File: src/rtl/cnu_pkg.sv
// Shared definitions for the min-sum check-node unit: sizing helpers and the
// (min, min2, idx) merge used by both the lane tree and the row accumulator.
package cnu_pkg;

  localparam int unsigned FieldW = 32;

  typedef struct packed {
    logic [FieldW-1:0] mn;
    logic [FieldW-1:0] mn2;
    logic [FieldW-1:0] idx;
  } min2_t;

  function automatic int unsigned clog2(input int unsigned v);
    int unsigned r;
    int unsigned x;
    r = 0;
    x = 1;
    while (x < v) begin
      x = x << 1;
      r++;
    end
    return r;
  endfunction

  function automatic int unsigned beats(input int unsigned dmax, input int unsigned p);
    return (dmax + p - 1) / p;
  endfunction

  function automatic logic [FieldW-1:0] maxmag(input int unsigned data_w);
    logic [63:0] t;
    t = (64'd1 << (data_w - 1)) - 64'd1;
    return t[FieldW-1:0];
  endfunction

  // Operand a wins ties: callers pass the lower-index edges as a.
  function automatic min2_t min2_merge(input min2_t a, input min2_t b);
    min2_t r;
    if (b.mn < a.mn) begin
      r.mn  = b.mn;
      r.idx = b.idx;
      r.mn2 = (a.mn < b.mn2) ? a.mn : b.mn2;
    end else begin
      r.mn  = a.mn;
      r.idx = a.idx;
      r.mn2 = (b.mn < a.mn2) ? b.mn : a.mn2;
    end
    return r;
  endfunction

endpackage

File: src/rtl/lane_min2_tree.sv
// Combinational per-beat reduction: masked lanes -> min, min2, lane index of
// the min and XOR of the unmasked signs.
module lane_min2_tree
  import cnu_pkg::*;
#(
  parameter int unsigned P      = 8,
  parameter int unsigned data_w = 9,
  parameter int unsigned idx_w  = 5
) (
  input  logic [P-1:0]        mask_i,
  input  logic [data_w*P-1:0] data_i,
  output logic [data_w-2:0]   min_o,
  output logic [data_w-2:0]   min2_o,
  output logic [idx_w-1:0]    idx_o,
  output logic                sgn_o
);

  localparam int unsigned Leaves = 1 << clog2(P);
  localparam int unsigned MagW   = data_w - 1;
  localparam logic [FieldW-1:0] MaxMag = maxmag(data_w);

  logic [Leaves-1:0]        mask_pad;
  logic [data_w*Leaves-1:0] data_pad;
  min2_t                    node [1:2*Leaves-1];
  logic                     sgn;

  assign mask_pad = Leaves'(mask_i);
  assign data_pad = (data_w*Leaves)'(data_i);

  // Heap-ordered tree: the left child always covers lower lanes, so ties go low.
  always_comb begin
    sgn = 1'b0;
    for (int i = 0; i < int'(Leaves); i++) begin
      node[Leaves+i] = '{mn: MaxMag, mn2: MaxMag, idx: FieldW'(i)};
      if (mask_pad[i]) begin
        node[Leaves+i].mn = FieldW'(data_pad[data_w*i +: MagW]);
        sgn = sgn ^ data_pad[data_w*i + MagW];
      end
    end
    for (int i = int'(Leaves) - 1; i >= 1; i--) begin
      node[i] = min2_merge(node[2*i], node[2*i+1]);
    end
  end

  assign min_o  = node[1].mn[MagW-1:0];
  assign min2_o = node[1].mn2[MagW-1:0];
  assign idx_o  = node[1].idx[idx_w-1:0];
  assign sgn_o  = sgn;

endmodule

File: src/rtl/cnu_minsum_stream.sv
// Streaming min-sum check-node reduction: accumulates P-lane beats per row and
// emits min/min2/idx/sign one cycle after the row's last beat.
module cnu_minsum_stream
  import cnu_pkg::*;
#(
  parameter int unsigned data_w = 9,
  parameter int unsigned P      = 8,
  parameter int unsigned DMAX   = 32,
  parameter int unsigned idx_w  = 5
) (
  input  logic                clk,
  input  logic                rst,
  input  logic                in_valid,
  input  logic                in_last,
  input  logic [P-1:0]        in_mask,
  input  logic [data_w*P-1:0] in_data,
  output logic                out_valid,
  output logic [data_w-2:0]   out_min,
  output logic [data_w-2:0]   out_min2,
  output logic [idx_w-1:0]    out_idx,
  output logic                out_sgn,
  output logic                out_err
);

  localparam int unsigned MagW  = data_w - 1;
  localparam int unsigned Beats = beats(DMAX, P);
  localparam int unsigned CntW  = (clog2(Beats) > 0) ? clog2(Beats) : 1;
  localparam logic [MagW-1:0] MaxMag = '1;
  localparam logic [CntW-1:0] LastCnt = CntW'(Beats - 1);

  logic [CntW-1:0]  beat_cnt_q, beat_cnt_d;
  logic [MagW-1:0]  acc_min_q, acc_min_d;
  logic [MagW-1:0]  acc_min2_q, acc_min2_d;
  logic [idx_w-1:0] acc_idx_q, acc_idx_d;
  logic             acc_sgn_q, acc_sgn_d;
  logic             out_valid_q, out_valid_d;
  logic [MagW-1:0]  out_min_q, out_min_d;
  logic [MagW-1:0]  out_min2_q, out_min2_d;
  logic [idx_w-1:0] out_idx_q, out_idx_d;
  logic             out_sgn_q, out_sgn_d;
  logic             err_q, err_d;

  logic [MagW-1:0]  beat_min, beat_min2;
  logic [idx_w-1:0] beat_lane, beat_base, beat_idx;
  logic             beat_sgn;
  min2_t            acc_t, beat_t, mrg;
  logic             mrg_sgn;

  lane_min2_tree #(
    .P      (P),
    .data_w (data_w),
    .idx_w  (idx_w)
  ) u_tree (
    .mask_i (in_mask),
    .data_i (in_data),
    .min_o  (beat_min),
    .min2_o (beat_min2),
    .idx_o  (beat_lane),
    .sgn_o  (beat_sgn)
  );

  // Edge index = beat*P + lane, deliberately truncated to idx_w.
  assign beat_base = idx_w'(32'(beat_cnt_q) * P);
  assign beat_idx  = beat_base + beat_lane;

  always_comb begin
    acc_t   = '{mn: FieldW'(acc_min_q), mn2: FieldW'(acc_min2_q), idx: FieldW'(acc_idx_q)};
    beat_t  = '{mn: FieldW'(beat_min), mn2: FieldW'(beat_min2), idx: FieldW'(beat_idx)};
    mrg     = min2_merge(acc_t, beat_t);
    mrg_sgn = acc_sgn_q ^ beat_sgn;
  end

  always_comb begin
    beat_cnt_d  = beat_cnt_q;
    acc_min_d   = acc_min_q;
    acc_min2_d  = acc_min2_q;
    acc_idx_d   = acc_idx_q;
    acc_sgn_d   = acc_sgn_q;
    out_valid_d = 1'b0;
    out_min_d   = out_min_q;
    out_min2_d  = out_min2_q;
    out_idx_d   = out_idx_q;
    out_sgn_d   = out_sgn_q;
    err_d       = err_q;
    if (in_valid) begin
      if (in_last) begin
        out_valid_d = 1'b1;
        out_min_d   = mrg.mn[MagW-1:0];
        out_min2_d  = mrg.mn2[MagW-1:0];
        out_idx_d   = mrg.idx[idx_w-1:0];
        out_sgn_d   = mrg_sgn;
        acc_min_d   = MaxMag;
        acc_min2_d  = MaxMag;
        acc_idx_d   = '0;
        acc_sgn_d   = 1'b0;
        beat_cnt_d  = '0;
      end else begin
        acc_min_d  = mrg.mn[MagW-1:0];
        acc_min2_d = mrg.mn2[MagW-1:0];
        acc_idx_d  = mrg.idx[idx_w-1:0];
        acc_sgn_d  = mrg_sgn;
        if (beat_cnt_q == LastCnt) begin
          err_d = 1'b1;
        end else begin
          beat_cnt_d = beat_cnt_q + 1'b1;
        end
      end
    end
  end

  always_ff @(posedge clk or posedge rst) begin
    if (rst) begin
      beat_cnt_q  <= '0;
      acc_min_q   <= MaxMag;
      acc_min2_q  <= MaxMag;
      acc_idx_q   <= '0;
      acc_sgn_q   <= 1'b0;
      out_valid_q <= 1'b0;
      out_min_q   <= '0;
      out_min2_q  <= '0;
      out_idx_q   <= '0;
      out_sgn_q   <= 1'b0;
      err_q       <= 1'b0;
    end else begin
      beat_cnt_q  <= beat_cnt_d;
      acc_min_q   <= acc_min_d;
      acc_min2_q  <= acc_min2_d;
      acc_idx_q   <= acc_idx_d;
      acc_sgn_q   <= acc_sgn_d;
      out_valid_q <= out_valid_d;
      out_min_q   <= out_min_d;
      out_min2_q  <= out_min2_d;
      out_idx_q   <= out_idx_d;
      out_sgn_q   <= out_sgn_d;
      err_q       <= err_d;
    end
  end

  assign out_valid = out_valid_q;
  assign out_min   = out_min_q;
  assign out_min2  = out_min2_q;
  assign out_idx   = out_idx_q;
  assign out_sgn   = out_sgn_q;
  assign out_err   = err_q;

endmodule

File: config.mk
export PLATFORM = sky130hd
export DESIGN_NAME = cnu_minsum_stream
export DESIGN_NICKNAME = d
export VERILOG_FILES = /design/src/rtl/cnu_pkg.sv /design/src/rtl/lane_min2_tree.sv /design/src/rtl/cnu_minsum_stream.sv
export SDC_FILE = /design/constraint.sdc
export NUM_CORES = 1
export LEC_CHECK = 0
export ABC_AREA = 1
export CAP_MARGIN = 10
export CORE_MARGIN = 8
export CORE_UTILIZATION = 53
export CTS_CLUSTER_SIZE = 16
export DETAILED_ROUTE_END_ITERATION = 7
export DONT_BUFFER_PORTS = 1
export PLACE_DENSITY_LB_ADDON = 0.25
export SETUP_SLACK_MARGIN = 0.3
export SLEW_MARGIN = 20
export SYNTH_ARGS = -nofsm -noshare
export SYNTH_HDL_FRONTEND = slang
export SYNTH_SLANG_ARGS = --single-unit
File: constraint.sdc
create_clock -name clk -period 3.3 [get_ports clk]
set_input_delay 0.825 -clock clk [delete_from_list [all_inputs] [get_ports clk]]
set_output_delay 0.825 -clock clk [all_outputs]
set_load 0.02 [all_outputs]
* Yosys cells after proc, flatten, opt, wreduce, memory -nomap -nowiden
Index checks and enable logic that the tools add are counted.
** Operators by class
- Add/sub/neg operators :: 2
- $lt $le $gt $ge :: 24
- Eq/ne operators :: 2
- Muxes and demuxes :: 48
- Bitwise gates (word level) :: 9
- Reductions and logical operators :: 3
** Operator list (number)
- $mux 72 :: 6
- $lt 8x32->1 :: 7
- $mux 32 :: 7
- $mux 96 :: 2
- $mux 8 :: 19
- $lt 32x32->1 :: 2
- $lt 8x8->1 :: 7
- $lt 8x8->1 const B :: 7
- $lt 32x8->1 const B :: 1
- $mux 1 :: 11
- $xor 1x1->1 :: 8
- $add 5x5->5 :: 1
- $mux 5 :: 1
- $mux 2 :: 2
- $reduce_and 2->1 :: 2
- $reduce_and 3->1 :: 1
- $add 2x1->2 const B :: 1
- $eq 2x2->1 const B :: 1
- $ne 2x2->1 const B :: 1
- $not 1->1 :: 1
** Storage, ports and cells
- Bits in registers :: 48
- Input port bits :: 84
- Output and inout port bits :: 24
- Word-level logic and storage cells :: 99

* Depth between registers and ports, before layout
Gate-level depths: netlist (run 1).
- Depth after elaboration :: 17
- Depth in mapped cells :: 52
- Gate-level depth less buffers :: 49

* Modules after synthesis
Synthesis (run 1) repeated with hierarchy kept, for this count alone.
** Unflattened totals
- Cell total of the unflattened synthesis :: 1286
- Area, all modules :: 7901.3 um2
** By module, submodules not included
- lane_min2_tree :: times used 1, cells each 888, area each 4899.7 um2, sequential area each 0.0 um2
- cnu_minsum_stream :: times used 1, cells each 398, area each 3001.6 um2, sequential area each 1221.2 um2

* Least setup slack after synthesis (run 1)
Ideal clock, no wire load.
- Path kind :: input to register
- Start point :: input port in_mask[1]
- End point :: register out_min2_q[0] (netlist: out_min2[0])
- Setup time :: 0.118 ns
- Data arrival time :: 6.772 ns
- Data required time :: 3.182 ns
- Slack :: -3.590 ns
- Stages on the path :: 41
- Buffers on the path :: 4
- Cells stage by stage :: inv_2 > nor2_1 > inv_1 > ha_1 > a21oi_1 > nor2_1 > a211oi_1 > nand2_2 > clkbuf_1 > o21ai_0 > inv_1 > ha_1 > a21oi_1 > nor2_1 > a211oi_1 > nand2_2 > clkbuf_1 > clkbuf_1 > [... 5 more ...] > nand2_1 > nand2_1 > nand2_1 > nand2_1 > buf_2 > inv_1 > or2_2 > a32oi_1 > inv_1 > ha_1 > nand2_1 > nor2_1 > a211oi_1 > nand3_1 > nand3_1 > nand2_1 > nand2_1 > nand2_1
** Between the ends
- Longest elaborated chain between the ends :: 13
- Elaborated cells between the ends (all ways) :: 23
- Classes of those cells :: 11 x order compare; 12 x mux
** RTL lines
- start: declaration :: RTL line cnu_minsum_stream.sv:15 : input logic [P-1:0] in_mask,
- $mux 8 (*) :: RTL line lane_min2_tree.sv:35 : if (mask_pad[i]) begin
- branches (longest 2 deep; another with $lt 8x32->1)
- $mux 96 (*) :: RTL line cnu_pkg.sv:38 : if (b.mn < a.mn) begin
- $lt 8x32->1 :: RTL line cnu_pkg.sv:45 : r.mn2 = (b.mn < a.mn2) ? b.mn : a.mn2;
- $mux 32 :: RTL line cnu_pkg.sv:45
- $mux 96 (*) :: RTL line cnu_pkg.sv:38
- $lt 8x32->1 :: RTL line cnu_pkg.sv:45
- $mux 32 :: RTL line cnu_pkg.sv:45
- $mux 72 (*) :: RTL line cnu_pkg.sv:38
- $lt 8x8->1 :: RTL line cnu_pkg.sv:41 : r.mn2 = (a.mn < b.mn2) ? a.mn : b.mn2;
- $mux 8 :: RTL line cnu_pkg.sv:41
- $mux 72 (*) :: RTL line cnu_pkg.sv:38
- end signal: assignment :: RTL line cnu_minsum_stream.sv:132 : out_min2_q <= out_min2_d;
- end: declaration :: RTL line cnu_minsum_stream.sv:38 : logic [MagW-1:0] out_min2_q, out_min2_d;
Every way passes the cells marked *.
A chain may end at the register's enable or synchronous reset.

* Worst setup path after layout (run 1)
- Start point :: input port in_mask[4]
- End point :: register acc_min2_q[7]
** Between the ends
- Longest elaborated chain between the ends :: 14
- Elaborated cells between the ends (all ways) :: 24
- Classes of those cells :: 11 x order compare; 13 x mux
** RTL lines
- $mux 8 (*) :: RTL line lane_min2_tree.sv:35
- $lt 8x8->1 :: RTL line cnu_pkg.sv:41
- $mux 8 :: RTL line cnu_pkg.sv:41
- $mux 72 (*) :: RTL line cnu_pkg.sv:38
- $lt 8x32->1 :: RTL line cnu_pkg.sv:45
- $mux 32 :: RTL line cnu_pkg.sv:45
- $mux 72 (*) :: RTL line cnu_pkg.sv:38
- $lt 32x32->1 :: RTL line cnu_pkg.sv:41
- $mux 32 :: RTL line cnu_pkg.sv:41
- $mux 72 (*) :: RTL line cnu_pkg.sv:38
- $lt 8x8->1 :: RTL line cnu_pkg.sv:41
- $mux 8 :: RTL line cnu_pkg.sv:41
- $mux 72 (*) :: RTL line cnu_pkg.sv:38
- $mux 8 (*) :: RTL line cnu_minsum_stream.sv:86 : if (in_last) begin
- end signal: assignment :: RTL line cnu_minsum_stream.sv:115 : acc_min2_q <= MaxMag;
- end signal: assignment :: RTL line cnu_minsum_stream.sv:127 : acc_min2_q <= acc_min2_d;
- end: declaration :: RTL line cnu_minsum_stream.sv:33 : logic [MagW-1:0] acc_min2_q, acc_min2_d;
Mark *: on every way between the ends. The rest lies on a longest branch, timed or not.

==> impl_metrics.py, run 1 <==
metrics = {
    "status": {
        "status": "finished with violations",
        "violations": "DRC, setup timing",
    },
    "sta": {
        "period_share_pct": 200,
        "timing.fmax_ghz": 0.152,
        "finalSetupViolCount": 42,
        "slew_viol_final": 0,
        "setup_ws_ns": -3.29,
        "worstMarginPinSlew_ns": 0.991,
        "hold_viol_final": 0,
        "finalCriticalPeriod_ns": 6.59,
        "rsz0062_at_grt": "yes",
        "finClkSkew_ns": 0.00769,
        "slew_headroom_pct": 33.8,
        "fin_tns_setup_ns": -131.36,
    },
    "die": {
        "initial_core_util_pct": 53.8,
        "die-area_sq_um": 18000,
        "io_pins": 108,
        "core_sq_um": 13800,
        "chipWidth_um": 134,
        "chipHeight_um": 134,
        "fp-row-count": 43,
    },
    "logic_synthesis": {
        "syn_inst": 1264,
        "syn_nets": 1455,
        "yosys.area.top_type": "nand2_1",
        "synthTopCellsByArea": "nand2_1 (22%), ha_1 (18%), dfrtp_1 (11%)",
        "syn_area_per_cell_sq_um": 5.86,
        "yosysWarnings": 0,
        "synthDistinctLibCells": 31,
        "yosysSeqAreaShare_pct": 16.5,
        "ys_seq_elements": 48,
        "netlist.area_leader.share_pct": 21.8,
        "syn_area_sq_um": 7410,
    },
    "placement": {
        "place_inst": 1677,
        "placed_area_sq_um": 9830,
        "gp_congestion": 0.936,
        "numPortBuffers": 0,
        "place_hpwl_um": 19200,
    },
    "global_route": {
        "grt_use_total_pct": 27.7,
        "grt_pass1_wl_um": 41900,
        "antenna_found_initial": 2,
        "grt.overflow.total": 0,
        "grt_max_degree": 49,
        "first_global_vias": 9311,
    },
    "clocking": {
        "cts_htree_levels": 2,
        "cts_sinks": 48,
        "clock_latency_ns": 0.30,
        "cts_hold_buf": 0,
        "cts_buffers": 5,
        "cts_tree": "built",
        "cts_max_path_buffers": 2,
        "clkTransAtPathRegs_ns": 0.07,
        "root_buffer": "clkbuf_16",
    },
    "drt": {
        "num_vias": 11500,
        "drtIter0Drc": 1722,
        "wl_per_cell_um": 22.6,
        "post-route-drc-count": 2,
        "wl_um": 39900,
        "ant_nets": 0,
        "via_per_inst": 6.50,
        "firstDrtPassIters": 8,
    },
    "worst_setup_path": {
        "worstSetupStartpointType": "input port",
        "crit_type": "input port to flop",
        "crit_path_max_incr_delay_ns": 0.32,
        "critical_path_peak_fanout": 10,
        "cp-end-kind": "flop",
        "cp_slowest_cell": "ha_1",
        "arrival_ns": 6.83,
        "r2r.worst_path.cells": 12,
        "critPathRequiredTime_ns": 3.54,
        "critPathMostFrequentCell": "inv_1",
    },
    "layout": {
        "final_nets": 1775,
        "area_growth_pct": 67.1,
        "drive_gt1_share_pct": 44.4,
        "finalCoreUtilization_pct": 89.9,
        "diodes": 0,
        "final_cell_count_no_fill": 1765,
        "fin_area_sq_um": 12400,
    },
    "worst_hold_path": {
        "holdCritPathClass": "flop to flop",
        "hold_depth": 2,
    },
    "job": {
        "drv_cap": 0,
    },
}
## cell usage after synthesis
master,count
xnor2_1,4
nor2_2,6
ha_1,107
inv_2,9
clkinv_1,1
nand2_2,11
a21oi_1,37
a211oi_1,12
nand3b_1,6
nand2_1,430
buf_6,3
o22ai_1,5
clkbuf_1,27
nand2_4,3
a21o_1,1
dfrtp_1,32
o211ai_1,14
o21bai_1,1
inv_1,206
or2_2,2
nand3_1,56
o21ai_2,11
and2_1,1
a32oi_1,7
dfstp_2,16
o21ai_0,117
o21ai_1,28
nor2_1,95
buf_2,7
xor2_1,4
o21a_1,5
## cell families (layout without fill, tap and decap cells)
kind of cell,Yosys count,after routing,synth area share [%]
compound gates,238,238,18.2
buf+inv,253,572,13.2
flops,48,48,16.5
fa+ha+maj,107,107,18.1
simple gates,610,612,33.1
xor+xnor,8,8,0.945
## cell usage in the layout, fill, tap and decap left out, drive strengths merged, types with 16 or more instances in the layout
cell	instances
nand2	446
buf	343
inv	213
o21ai	156
ha	107
nor2	101
nand3	56
a21oi	37
dfrtp	32
dfstp	16
## cell type report
| cell class | count | area [sq um] |
|---|---|---|
| clock inverter | 2 | 60.1 |
| clock buffer | 6 | 129 |
| fill | 565 | 1390 |
| tap | 180 | 225 |
| inverter | 216 | 858 |
| timing repair buffer | 348 | 2940 |
| multi-input combinational | 965 | 6950 |
| sequential | 48 | 1220 |
## repair_timing
action / CTS / global route
cloned: 4 / 8
pin swaps: 38 / 72
gates resized for setup: 114 / 280
buffers inserted: 33 / 35
endpoints found under the setup margin: 42 / 42
## flip-flops by register name, summed over array words and instances (netlist names)
signal / count
acc_min2_q: 8
acc_min_q: 8
out_min2: 8
out_min: 8
acc_idx_q: 5
out_idx: 5
beat_cnt_q: 2
acc_sgn_q: 1
out_err: 1
out_sgn: 1
out_valid: 1
## metrics by stage
stage,setup WS (ns),hold slack [ns]
6_report,-3.29,0.552
5_1_grt,-3.67,0.577
4_1_cts,-2.61,0.526
3_5_place_dp,-3.29,0.498
3_3_place_gp,-3.20,0.482
2_1_floorplan,-2.66,0.459
## critical path: cells and delay by family
family / cells / cell delay, ns
buffers and inverters: 12 / 1.66
AND/OR/NAND/NOR: 16 / 1.37
AO/OA/AOI/OAI: 8 / 1.84
adder cells (fa/ha/maj): 4 / 1.08
## layer usage
metal / GRT usage [%] / wire, um
met5: 0 / 25
met2: 50.0 / 17900
met3: 4.45 / 5110
met4: 14.3 / 3920
met1: 30.6 / 12900
## worst paths after layout
kind	slack, ns	end	start
min	0.55	acc_min_q[0]$_DFFE_PP1P_	acc_min_q[0]$_DFFE_PP1P_
max reg2reg	0.93	acc_min_q[5]$_DFFE_PP1P_	acc_min_q[7]$_DFFE_PP1P_
min reg2reg	0.55	acc_min_q[0]$_DFFE_PP1P_	acc_min_q[0]$_DFFE_PP1P_
min in group asynchronous	0.63	out_min2[7]$_DFFE_PP0P_	rst
max	-3.29	acc_min2_q[7]$_DFFE_PP1P_	in_mask[4]
max in group asynchronous	2.04	acc_idx_q[0]$_DFFE_PP0P_	rst
Power of run 1 is not shown: default switching activity piles up to over one toggle a cycle in this logic, so the estimate is an artifact.
==> run 2, diff against run 1 <==
- PLACE_DENSITY_LB_ADDON: 0.25 -> 0.12
==> impl_metrics.py, run 2 <==
metrics = {
    "logic_synthesis": {
        "async_reset_ff_share_pct": 100,
        "yosysWarnings": 0,
        "synthTopCellsByArea": "nand2_1 (22%), ha_1 (18%), dfrtp_1 (11%)",
        "synth_common_cells": "nand2_1 (430), inv_1 (206), o21ai_0 (117)",
        "netlist.area_leader.share_pct": 21.8,
        "yosysSeqAreaShare_pct": 16.5,
        "syn_inst": 1264,
        "syn_nets": 1455,
        "synth_ff_type": "dfrtp_1",
        "yosys.area.top_type": "nand2_1",
        "ys_seq_elements": 48,
        "synth.most_common_cell": "nand2_1",
        "syn_area_per_cell_sq_um": 5.86,
        "synth_edf_count": 0,
        "synthDistinctLibCells": 31,
        "syn_area_sq_um": 7410,
    },
    "clocking": {
        "cts_hold_buf": 0,
        "cts_sinks": 48,
        "root_buffer": "clkbuf_16",
        "cts_htree_levels": 2,
        "cts_max_path_buffers": 2,
        "cts_buffers": 5,
    },
    "sta": {
        "endpoint_type": "register data pin",
        "worstEndpointGrtRepair": "out_min2[7]$_DFFE_PP0P_/D",
    },
    "die": {
        "io_pins": 108,
        "chipWidth_um": 134,
        "chipHeight_um": 134,
        "initial_core_util_pct": 53.8,
        "fp-row-count": 43,
    },
    "placement": {
        "place_hpwl_um": 18600,
        "numPortBuffers": 0,
        "gp_congestion": 0.975,
    },
    "global_route": {
        "grt_max_degree": 49,
        "grt_use_total_pct": 71.2,
        "grt.overflow.total": 104,
    },
    "status": {
        "tool.error": "[ERROR GRT-0232] Routing congestion too high. Check the congestion heatmap in the GUI.",
        "failing_step": "5_1_grt",
        "status": "did not finish",
    },
}
[run 2: routing by layer]
metal | GRT overflow | track usage (%)
met2 | 53 | 87.9
met5 | 0 | 21.0
met4 | 50 | 72.1
met3 | 0 | 57.8
met1 | 1 | 69.4
[run 2: timing repair]
item / 4_1_cts
cloned: 17
endpoints found under the setup margin: 42
buffers inserted: 115
gates resized for setup: 231
pin swaps: 51
[run 2: per-stage QoR]
stage	area [sq um]	TNS (ns)	setup WS, ns	cells	hold WS (ns)
after detailed placement	9800	-129.59	-3.19	1669	0.498
after floorplan	7800	-103.54	-2.66	1264	0.459
after global placement	9800	-124.42	-3.12	1669	0.479
after CTS	12100	-104.98	-2.59	1809	0.518
[run 2: logic make-up after synthesis]
| logic type | Yosys count | synth area share (%) |
|---|---|---|
| flops | 48 | 16.5 |
| buf+inv | 253 | 13.2 |
| xor+xnor | 8 | 0.945 |
| compound gates | 238 | 18.2 |
| fa+ha+maj | 107 | 18.1 |
| simple gates | 610 | 33.1 |
==> run 3, diff against run 2 <==
- CORE_UTILIZATION: 53 -> 38
- CTS_CLUSTER_SIZE: 16 -> not set
- PLACE_DENSITY_LB_ADDON: 0.12 -> 0.15
- SETUP_SLACK_MARGIN: 0.3 -> not set
==> impl_metrics.py, run 3 (synthesis results as in run 1) <==
metrics = {
    "drt": {
        "wl_per_cell_um": 14.5,
        "firstDrtPassIters": 4,
        "post-route-drc-count": 0,
        "num_vias": 9231,
        "wl_um": 27300,
        "drtIter0Drc": 427,
        "via_per_inst": 4.92,
        "ant_nets": 0,
    },
    "clocking": {
        "cts_buffers": 5,
        "clock_latency_ns": 0.29,
        "cts_hold_buf": 0,
        "clkTransAtPathRegs_ns": 0.07,
        "cts_tree": "built",
        "cts_htree_levels": 2,
        "cts_sinks": 48,
        "root_buffer": "clkbuf_16",
        "cts_max_path_buffers": 2,
    },
    "worst_setup_path": {
        "worstSetupStartpointType": "input port",
        "critPathRequiredTime_ns": 3.49,
        "critPathMostFrequentCell": "buf_4",
        "cp-end-kind": "flop",
        "critical_path_peak_fanout": 7,
        "crit_path_max_incr_delay_ns": 0.34,
        "arrival_ns": 6.36,
        "cp_slowest_cell": "a211oi_2",
        "crit_type": "input port to flop",
    },
    "global_route": {
        "grt_use_total_pct": 21.3,
        "grt_pass1_wl_um": 42800,
        "grt_max_degree": 49,
        "antenna_found_initial": 0,
        "first_global_vias": 8953,
        "grt.overflow.total": 0,
    },
    "sta": {
        "setup_ws_ns": -2.87,
        "slew_viol_final": 0,
        "finalSetupViolCount": 42,
        "rsz0062_at_grt": "yes",
        "slew_headroom_pct": 44.9,
        "hold_ws_ns": 0.508,
        "worstMarginPinSlew_ns": 0.826,
        "fin_tns_setup_ns": -112.15,
        "finalCriticalPeriod_ns": 6.17,
        "period_share_pct": 187,
        "timing.fmax_ghz": 0.162,
        "hold_viol_final": 0,
        "finClkSkew_ns": 0.00367,
    },
    "placement": {
        "numPortBuffers": 0,
        "post-place-ws_ns": -3.40,
        "place_inst": 1774,
        "place_hpwl_um": 20100,
        "gp_congestion": 0.878,
    },
    "die": {
        "die-area_sq_um": 24200,
        "core_sq_um": 19300,
        "fp-row-count": 51,
        "io_pins": 108,
        "chipWidth_um": 156,
        "chipHeight_um": 156,
        "initial_core_util_pct": 38.3,
    },
    "layout": {
        "final_nets": 1803,
        "final_cell_count_no_fill": 1878,
        "fillers": 1652,
        "layout_common_cells": "nand2_1 (375), buf_4 (324), inv_1 (192)",
        "area_growth_pct": 69.1,
        "diodes": 0,
        "drive_gt1_share_pct": 42.7,
        "multi_input_area_sq_um": 6730,
        "layout_commonest_cell": "nand2_1",
        "regArea_sq_um": 1220,
    },
    "status": {
        "status": "finished with violations",
        "violations": "setup timing",
    },
    "worst_hold_path": {
        "holdCritPathClass": "flop to flop",
    },
    "job": {
        "drv_cap": 0,
    },
}
[run 3: repair_timing]
| action | CTS | global route |
|---|---|---|
| gates resized for setup | 210 | 147 |
| setup buffers | 63 | 22 |
| gates cloned | 13 | 2 |
| pin swaps | 64 | 64 |
| setup endpoints to repair | 42 | 42 |
[run 3: layout make-up]
class | instances | area share (%)
clock buffers | 5 | 0.998
clock inverters | 3 | 0.369
inverters | 216 | 6.88
multi-input cells | 966 | 53.7
flip-flops and latches | 48 | 9.74
well taps | 265 | 2.64
repair buffers | 374 | 25.6
repair inverters | 1 | 0.0698
[run 3: worst max-delay path, delay by kind of cell]
family,cells,cell delay [ns]
simple gates,18,1.45
compound gates,8,1.25
buf+inv,18,2.00
fa+ha+maj,3,0.83
[run 3: final timing paths]
check	startpoint	end	slack (ns)	cells past startpoint
worst max register to register	acc_min_q[7]$_DFFE_PP1P_	out_min2[7]$_DFFE_PP0P_	1.11	11
worst min register to register	acc_min_q[0]$_DFFE_PP1P_	acc_min_q[0]$_DFFE_PP1P_	0.51	2
worst max-delay path	in_mask[3]	out_min2[3]$_DFFE_PP0P_	-2.87	47
worst min-delay path	acc_min_q[0]$_DFFE_PP1P_	acc_min_q[0]$_DFFE_PP1P_	0.51	2
min in group asynchronous	rst	out_min2[4]$_DFFE_PP0P_	0.55	1
max in group asynchronous	rst	out_idx[1]$_DFFE_PP0P_	2.26	1
[run 3: per-stage QoR]
stage               area [sq um]  util (%)
finish                     12500      64.9
global route               12500      64.9
CTS                        11700      60.4
detailed placement         10000      51.8
global placement           10000      51.8
floorplan                   7800         -
[run 3: routing by layer]
| metal | GRT usage, % | share of wire (%) | routed length, um |
|---|---|---|---|
| met5 | 0 | 0 | 0 |
| met3 | 2.08 | 3.9 | 1070 |
| met2 | 39.1 | 50 | 13700 |
| met1 | 25.9 | 43 | 11600 |
| met4 | 5.82 | 3.3 | 888 |
Power of run 3 is left out for the same reason.
